==> src/rtl/skeleton_frame_controller.sv <==
// Frame controller around the convolutional mask stage: holds the N*N image, replays it
// into the mask stage, collects the write-back stream and iterates thinning passes.
module skeleton_frame_controller #(
  parameter int N        = 8,
  parameter int bitSize  = 6,
  parameter int MAX_ITER = 16
) (
  input  logic             clk,
  input  logic             rst_n,
  input  logic             load_valid,
  input  logic [7:0]       load_data,
  input  logic             start,
  input  logic             wr_en,
  input  logic [bitSize:0] wr_addr,
  input  logic [7:0]       wr_data,
  output logic             mask_we,
  output logic [7:0]       mask_data,
  input  logic [bitSize:0] rd_addr,
  output logic [7:0]       rd_data,
  output logic             busy,
  output logic             done,
  output logic             converged,
  output logic             timeout,
  output logic [7:0]       iter_count,
  output logic [bitSize:0] changed_count
);

  localparam int AW = bitSize + 1;
  localparam int NN = N * N;
  localparam int MW = (NN > 1) ? $clog2(NN) : 1;
  localparam int RW = $clog2(2 * NN);
  localparam int TW = $clog2(4 * NN);
  localparam logic [AW:0]   NN_W  = NN[AW:0];
  localparam logic [MW-1:0] LLAST = MW'(NN - 1);
  localparam logic [RW-1:0] RLAST = RW'(2 * NN - 1);
  localparam logic [TW-1:0] TLAST = TW'(4 * NN - 1);
  localparam logic [7:0]    ITER_CAP = 8'(MAX_ITER);

  typedef enum logic [2:0] {
    S_IDLE,
    S_REPLAY,
    S_COLLECT,
    S_CHECK,
    S_DONE
  } state_t;

  state_t         state;
  logic [7:0]     pix [NN];
  logic [MW-1:0]  load_ptr;
  logic [RW-1:0]  rep_cnt;
  logic [TW-1:0]  timer;
  logic           seen_wr;
  logic [AW-1:0]  last_addr;

  logic           host_wr;
  logic           wr_in_range;
  logic           rd_in_range;
  logic           accept;
  logic [MW-1:0]  wr_idx;
  logic [RW-1:0]  rep_next;
  logic [7:0]     next_pix;
  logic [7:0]     first_pix;
  logic [7:0]     iter_next;

  always_comb begin
    host_wr     = (state == S_IDLE) && load_valid;
    wr_in_range = ({1'b0, wr_addr} < NN_W);
    rd_in_range = ({1'b0, rd_addr} < NN_W);
    wr_idx      = wr_addr[MW-1:0];
    accept      = (state == S_COLLECT) && wr_en && wr_in_range &&
                  (!seen_wr || (wr_addr != last_addr));
    rep_next    = rep_cnt + 1'b1;
    next_pix    = pix[MW'(rep_next >> 1)];
    // A load to pixel 0 in the start cycle must be visible in the first replayed pixel.
    first_pix   = (host_wr && (load_ptr == '0)) ? load_data : pix[0];
    iter_next   = iter_count + 8'd1;
    rd_data     = rd_in_range ? pix[rd_addr[MW-1:0]] : '0;
  end

  // Image storage is deliberately left out of reset so a reset keeps the loaded frame.
  always_ff @(posedge clk) begin
    if (host_wr) begin
      pix[load_ptr] <= load_data;
    end else if (accept) begin
      pix[wr_idx] <= wr_data;
    end
  end

  always_ff @(posedge clk or negedge rst_n) begin
    if (!rst_n) begin
      state         <= S_IDLE;
      load_ptr      <= '0;
      rep_cnt       <= '0;
      timer         <= '0;
      seen_wr       <= 1'b0;
      last_addr     <= '0;
      mask_we       <= 1'b0;
      mask_data     <= '0;
      busy          <= 1'b0;
      done          <= 1'b0;
      converged     <= 1'b0;
      timeout       <= 1'b0;
      iter_count    <= '0;
      changed_count <= '0;
    end else begin
      case (state)
        S_IDLE: begin
          if (load_valid) begin
            load_ptr <= (load_ptr == LLAST) ? '0 : load_ptr + 1'b1;
          end
          if (start) begin
            load_ptr   <= '0;
            state      <= S_REPLAY;
            rep_cnt    <= '0;
            mask_we    <= 1'b1;
            mask_data  <= first_pix;
            busy       <= 1'b1;
            done       <= 1'b0;
            iter_count <= '0;
            converged  <= 1'b0;
            timeout    <= 1'b0;
          end
        end

        S_REPLAY: begin
          if (rep_cnt == RLAST) begin
            state         <= S_COLLECT;
            mask_we       <= 1'b0;
            changed_count <= '0;
            seen_wr       <= 1'b0;
            last_addr     <= '0;
            timer         <= '0;
          end else begin
            rep_cnt   <= rep_next;
            mask_data <= next_pix;
          end
        end

        S_COLLECT: begin
          if (wr_en) begin
            seen_wr <= 1'b1;
            if (accept) begin
              last_addr <= wr_addr;
              if ((wr_data != pix[wr_idx]) && (changed_count != '1)) begin
                changed_count <= changed_count + 1'b1;
              end
            end
          end else if (seen_wr) begin
            state <= S_CHECK;
          end else if (timer == TLAST) begin
            state   <= S_DONE;
            timeout <= 1'b1;
            busy    <= 1'b0;
            done    <= 1'b1;
          end else begin
            timer <= timer + 1'b1;
          end
        end

        S_CHECK: begin
          iter_count <= iter_next;
          if (changed_count == '0) begin
            state     <= S_DONE;
            converged <= 1'b1;
            busy      <= 1'b0;
            done      <= 1'b1;
          end else if (iter_next == ITER_CAP) begin
            state <= S_DONE;
            busy  <= 1'b0;
            done  <= 1'b1;
          end else begin
            state     <= S_REPLAY;
            rep_cnt   <= '0;
            mask_we   <= 1'b1;
            mask_data <= pix[0];
          end
        end

        S_DONE: begin
          if (start) begin
            load_ptr   <= '0;
            state      <= S_REPLAY;
            rep_cnt    <= '0;
            mask_we    <= 1'b1;
            mask_data  <= pix[0];
            busy       <= 1'b1;
            done       <= 1'b0;
            iter_count <= '0;
            converged  <= 1'b0;
            timeout    <= 1'b0;
          end
        end

        default: state <= S_IDLE;
      endcase
    end
  end

endmodule

==> config.mk <==
export PLATFORM = sky130hd
export DESIGN_NAME = skeleton_frame_controller
export DESIGN_NICKNAME = d
export VERILOG_FILES = /design/src/rtl/skeleton_frame_controller.sv
export SDC_FILE = /design/constraint.sdc
export NUM_CORES = 1
export LEC_CHECK = 0
export ABC_AREA = 0
export CORE_UTILIZATION = 35
export DETAILED_ROUTE_END_ITERATION = 12
export GPL_ROUTABILITY_DRIVEN = 0
export GPL_TIMING_DRIVEN = 0
export PLACE_DENSITY = 0.53
export SLEW_MARGIN = 20
export SYNTH_ARGS = -nofsm -noshare
export SYNTH_HDL_FRONTEND = slang
export SYNTH_SLANG_ARGS = --single-unit
export TNS_END_PERCENT = 30
==> constraint.sdc <==
create_clock -name clk -period 7.4 [get_ports clk]
set_clock_uncertainty 0.15 [all_clocks]
set_input_delay 0.74 -clock clk [delete_from_list [all_inputs] [get_ports clk]]
set_output_delay 0.74 -clock clk [all_outputs]
set_load 0.005 [all_outputs]
; ---- After elaboration in Yosys (flattened, before gate mapping)
; Memory sizes are Yosys's and may differ from the RTL's.
; Cells that the tools add are included.
[word_totals]
reg_bits = 60
mem_bits_rw = 512
output_inout_bits = 36
elab_cells = 156
memories = 1
[memory_table]
columns = memory, depth, width, rd, rd_clocked_by_memory_dff, write_ports, line
row1 = pix, 64, 8, 4, 0, 1, 48  ; logic [7:0] pix [NN];
[classes]
n_addsub = 5
magnitude_cmp = 2
eq_ne = 29
n_mux = 72
n_reduce_logical = 33
[ops]
columns = op, n
row1 = $mux 8, 13
row2 = $mux 7, 10
row3 = $pmux 8 s2, 2
row4 = $pmux 8 s4, 1
row5 = $mux 6, 5
row6 = $pmux 7 s2, 2
row7 = $reduce_and 5->1, 5
row8 = $ne 2x2->1 const B, 12
row9 = $mux 1, 23
row10 = $mux 3, 7
row11 = $pmux 7 s3, 1
row12 = $add 8x1->8 const B, 2
row13 = $add 7x1->7 const B, 2
row14 = $lt 7x7->1 const B, 2
row15 = $pmux 3 s4, 1
row16 = $pmux 6 s2, 1
row17 = $reduce_and 6->1, 2
row18 = $pmux 1 s3, 3
row19 = $reduce_and 3->1, 3
row20 = $eq 8x5->1 const B, 1
row21 = $eq 8x8->1 const B, 1
row22 = $ne 8x8->1, 1
row23 = $reduce_and 4->1, 2
row24 = $reduce_bool 2->1, 4
row25 = 23 further kinds, 35

; ---- Logic depth before layout (Yosys ltp)
[depth]
ltp_word = 9
ltp_mapped = 16

; ---- Worst setup path after synthesis
; No wires, ideal clock.
[synth_timing]
kind = input to register
start = input port wr_addr[0]
end = memory pix[0][0], data pin
setup_time_ps = 702
arrival_ps = 5134
required_time_ps = 6548
slack_ps = 1414
stages = 12
path_buffers = 8
cell_sequence = buf_6 -> buf_6 -> buf_6 -> buf_6 -> xor2_1 -> nor4_1 -> or3_1 -> clkbuf_1 -> buf_2 -> buf_2 -> buf_1 -> o21ai_0
[synth_between]
elab_chain_len = 8
elab_cells_between_ends = 10
classes_between = order compare (1) / eq/ne (1) / mux (4) / reduce/logical (4)
[synth_rtl]
columns = item, line
row1 = start: declaration, 14  ; input logic [bitSize:0] wr_addr,
row2 = $lt 7x7->1 or $ne 7x7->1 (tied branches), "67, 71"
row3 = $logic_and 1x1->1 or $logic_or 1x1->1 (tied branches), "70, 71"
row4 = $logic_and 1x1->1 *, 70  ; accept = (state == S_COLLECT) && wr_en && wr_in_range &&
row5 = $mux 1 *, 84  ; end else if (accept) begin
row6 = $mux 1 *, 82  ; if (host_wr) begin
row7 = $mux 1 (not written as such) *, 85  ; pix[wr_idx] <= wr_data;
row8 = $reduce_or 8->1 (no line) *, --
row9 = $mux 8 (no line) *, --
row10 = end: declaration, 48
; Mark *: on every way between the ends. The rest lies on a longest branch, timed or not.

; ---- Worst setup path in the final report
[layout_timing]
start = input port wr_addr[2]
end = register changed_count[1]
[layout_between]
elab_chain_len = 5
elab_cells_between_ends = 11
classes_between = order compare (1) / eq/ne (4) / reduce/logical (5) / memory (1)
[layout_rtl]
columns = item, line
row1 = "$mem_v2 64x8, or another cell as far along", --
row2 = "$ne 8x8->1, or another cell as far along", 144  ; if ((wr_data != pix[wr_idx]) && (changed_count != '1)) begin
row3 = $logic_and 1x1->1 (on tied branches), "144, 70"
row4 = $ne 2x1->1 (no line) or $ne 2x2->1 (tied branches), --
row5 = $reduce_and 5->1 (no line) *, --
row6 = end signal: assignment, 145  ; changed_count <= changed_count + 1'b1;
row7 = end: declaration, 25  ; output logic [bitSize:0] changed_count
; Marks and branches as above.
; A chain may end at the register's enable or synchronous reset.

==> flow_summary.toml <==
[sta]
slew_headroom_pct = 11.38
fmax_ghz = 0.1667
period_share_pct = 81.05
fin_crit_ns = 5.998
setup_tns_ns = 0
finalSetupViolations = 0
rsz0062_at_grt = "false"
hold_viol_final = 0
worst_pin_slew_ns = 1.329
fin_ws_ns = 1.403
finalMaxSlewViolations = 0
hold_slack_ns = 0.3517

[floorplanning]
die_area_mm2 = 0.09239
row_count = 110
io_pins = 71
start_util_pct = 35.40
fp.coreArea_mm2 = 0.09015
fp.dieW_um = 304.0
die_h_um = 304.0

[clock_network]
clk_pin_slew_ns = 0.06
cts_tree = "done"
htree_levels = 3
cts_setup_buffers = 0
ctsResizeCount = 0
ctsHoldBuffers = 1
clockBufferDepth = 3
cts_made_buffers = 67
clk_latency_ns = 0.62
clkSinkCount = 572
clock-root-buffer = "clkbuf_16"

[worst_setup_path]
endpoint_kind = "register"
cp_max_fo = 10
critPathRequiredTime_ns = 7.74
startpoint = "wr_addr[2]"
critical_path_class = "in2reg"
start_kind = "input port"
worstPathArrival_ns = 6.34
r2r-start = "state[1]$_DFFE_PN0P_"

[yosys]
async_reset_ff_share_pct = 10.49
synth_cell_type_count = 63
synth_area_per_cell_um2 = 16.26
synth_area_mm2 = 0.03191
ys_ff_latch = 572
synth_edf_count = 512
synthFlopType = "edfxtp_1"
yosysWarnings = 0
syn_inst = 1962
synth_fp_nets = 2004
ys_seq_area_share_pct = 52.89

[detailed_routing]
postRouteWirelength_mm = 133.3
wl_per_cell_um = 40.05
vias = 22760
drc_errors = 0
ant_nets = 0
routed_via_density = 6.835
dr.pass1.iters = 8
drtIter0Drc = 3729

[finish]
finish.utilization_pct = 40.58
syn_to_final_growth_pct = 14.63
layout-drive-gt1-share_pct = 29.47
nets = 2141
fin_cells = 3329

[global_route]
grt_max_degree = 65
grt_pass1_wl_mm = 181.1
antenna_found_initial = 2
gr-total-overflow = 0
grt_usage_pct = 28.56
grt_pass1_vias = 21600

[place]
portBuffers = 60
placed_cells = 3204
dp_hpwl_mm = 92.69
pre_cts_slack_ns = 0.8700

[status]
status = "finished, final reports clean"

[min_path]
min-delay-start = "done$_DFFE_PN0P_"
hp-class = "reg2reg"

[job]
max_cap_violations = 0

[power]
power_leakage_nw = 12.07
ir_drop_mv = 0.1424
power_density_mw_per_mm2 = 207.2
## critical path, stage by stage
cell	delay (ns)
clkdlybuf4s50_1	0.55
nor2_1	0.78
clkbuf_1	0.93
clkbuf_2	0.71
a22oi_1	0.20
a21oi_1	0.57
nor4_1	0.24
xor2_1	0.21
o41ai_2	0.34
o2111ai_2	0.48
mux2i_1	0.24
a211o_2	0.33
## Yosys cell counts (all sizes together) (13+ instances only)
| cell | number | area share [%] |
|---|---|---|
| edfxtp | 512 | 48 |
| mux4 | 378 | 27 |
| mux2i | 180 | 5.6 |
| nor2 | 126 | 1.5 |
| nand2 | 114 | 1.3 |
| clkbuf | 92 | 1.1 |
| a22oi | 78 | 1.8 |
| buf | 62 | 1.3 |
| dfrtp | 60 | 4.7 |
| a21oi | 42 | 0.66 |
| o21ai | 40 | 0.63 |
| nand3 | 31 | 0.49 |
| mux2 | 20 | 0.71 |
| xor2 | 18 | 0.49 |
| nor2b | 17 | 0.33 |
| inv | 15 | 0.18 |
| and3 | 14 | 0.27 |
| or3 | 13 | 0.25 |
## per-stage QoR
step | power (mW) | instance area [µm²]
floorplan | 3.938 | 31910
CTS | 7.566 | 36530
global placement | 4.229 | 33980
global route | 7.710 | 36570
finish | 7.578 | 36580
detailed placement | 4.237 | 34330
## routing by layer
layer,up-vias,global-route usage (%),share of wire (%)
met5,-,0,0.071
met4,2,13.76,5.3
met3,375,9.367,13
met2,1869,41.60,43
met1,12010,38.38,38
li1,8504,-,-
## logic make-up after synthesis
logic type               count (synthesis)  synth area share, %
adder cells (fa/ha/maj)                  7               0.2745
AND/OR/NAND/NOR                        378                5.470
XOR/XNOR                                30               0.8234
multiplexers                           578                33.11
AO/OA/AOI/OAI                          228                4.850
buffers and inverters                  169                2.584
flip-flops                             572                52.89
## final timing paths
check	endpoint	slack, ns	cells past startpoint
setup / recovery	changed_count[1]$_DFFE_PN0P_	1.40	12
hold reg to reg	done$_DFFE_PN0P_	0.35	2
hold / removal	done$_DFFE_PN0P_	0.35	2
max in group asynchronous	load_ptr[5]$_DFFE_PN0P_	6.22	3
min in group asynchronous	timer[3]$_DFFE_PN0P_	0.37	2
setup reg to reg	pix[1][1]$_DFFE_PP_	2.11	10
## flip-flops by register name, indices dropped and copies added, names as in the netlist, 6 cells and up
signal         cells
pix              512
load_ptr           6
changed_count      7
last_addr          7
timer              8
rep_cnt            7
mask_data          8
iter_count         8
## power breakdown
part	total [mW]	leakage [nW]	internal [mW]	switching, mW
Sequential	3.52	5.33	3.52	0.000387
Clock	3.38	1.07	2.01	1.37
Combinational	0.682	5.68	0.241	0.441
## cell usage in the layout, fill, tap and decap left out, types with 11 or more instances in the layout
cell type / n
clkbuf_2: 28
nor2_2: 35
xor2_1: 16
nor2_1: 91
nand3_1: 31
clkinv_1: 12
or3_1: 13
clkbuf_16: 71
o21ai_0: 35
xnor2_1: 11
mux2i_1: 180
and3_1: 14
nand2b_1: 11
nand4_1: 12
a22oi_1: 78
edfxtp_1: 512
buf_2: 32
nand2_1: 107
nor3_1: 12
a21oi_1: 42
buf_6: 15
clkbuf_1: 77
clkdlybuf4s50_1: 59
nor2b_1: 17
mux2_2: 20
dfrtp_1: 60
mux4_2: 371
inv_1: 15
## cell type report
type                            count  area, µm²
Clock buffer                       86       1853
Timing Repair Buffer               68      765.7
Multi-Input combinational cell   1221      14380
Inverter                           15      56.30
Buffer                            154      832.0
Fill cell                        8100      53570
Sequential cell                   572      16880
Tap cell                         1176       1471
Clock inverter                     32      332.8
Antenna cell                        5      12.51
No activity file was read; power rests on OpenSTA's default activity.
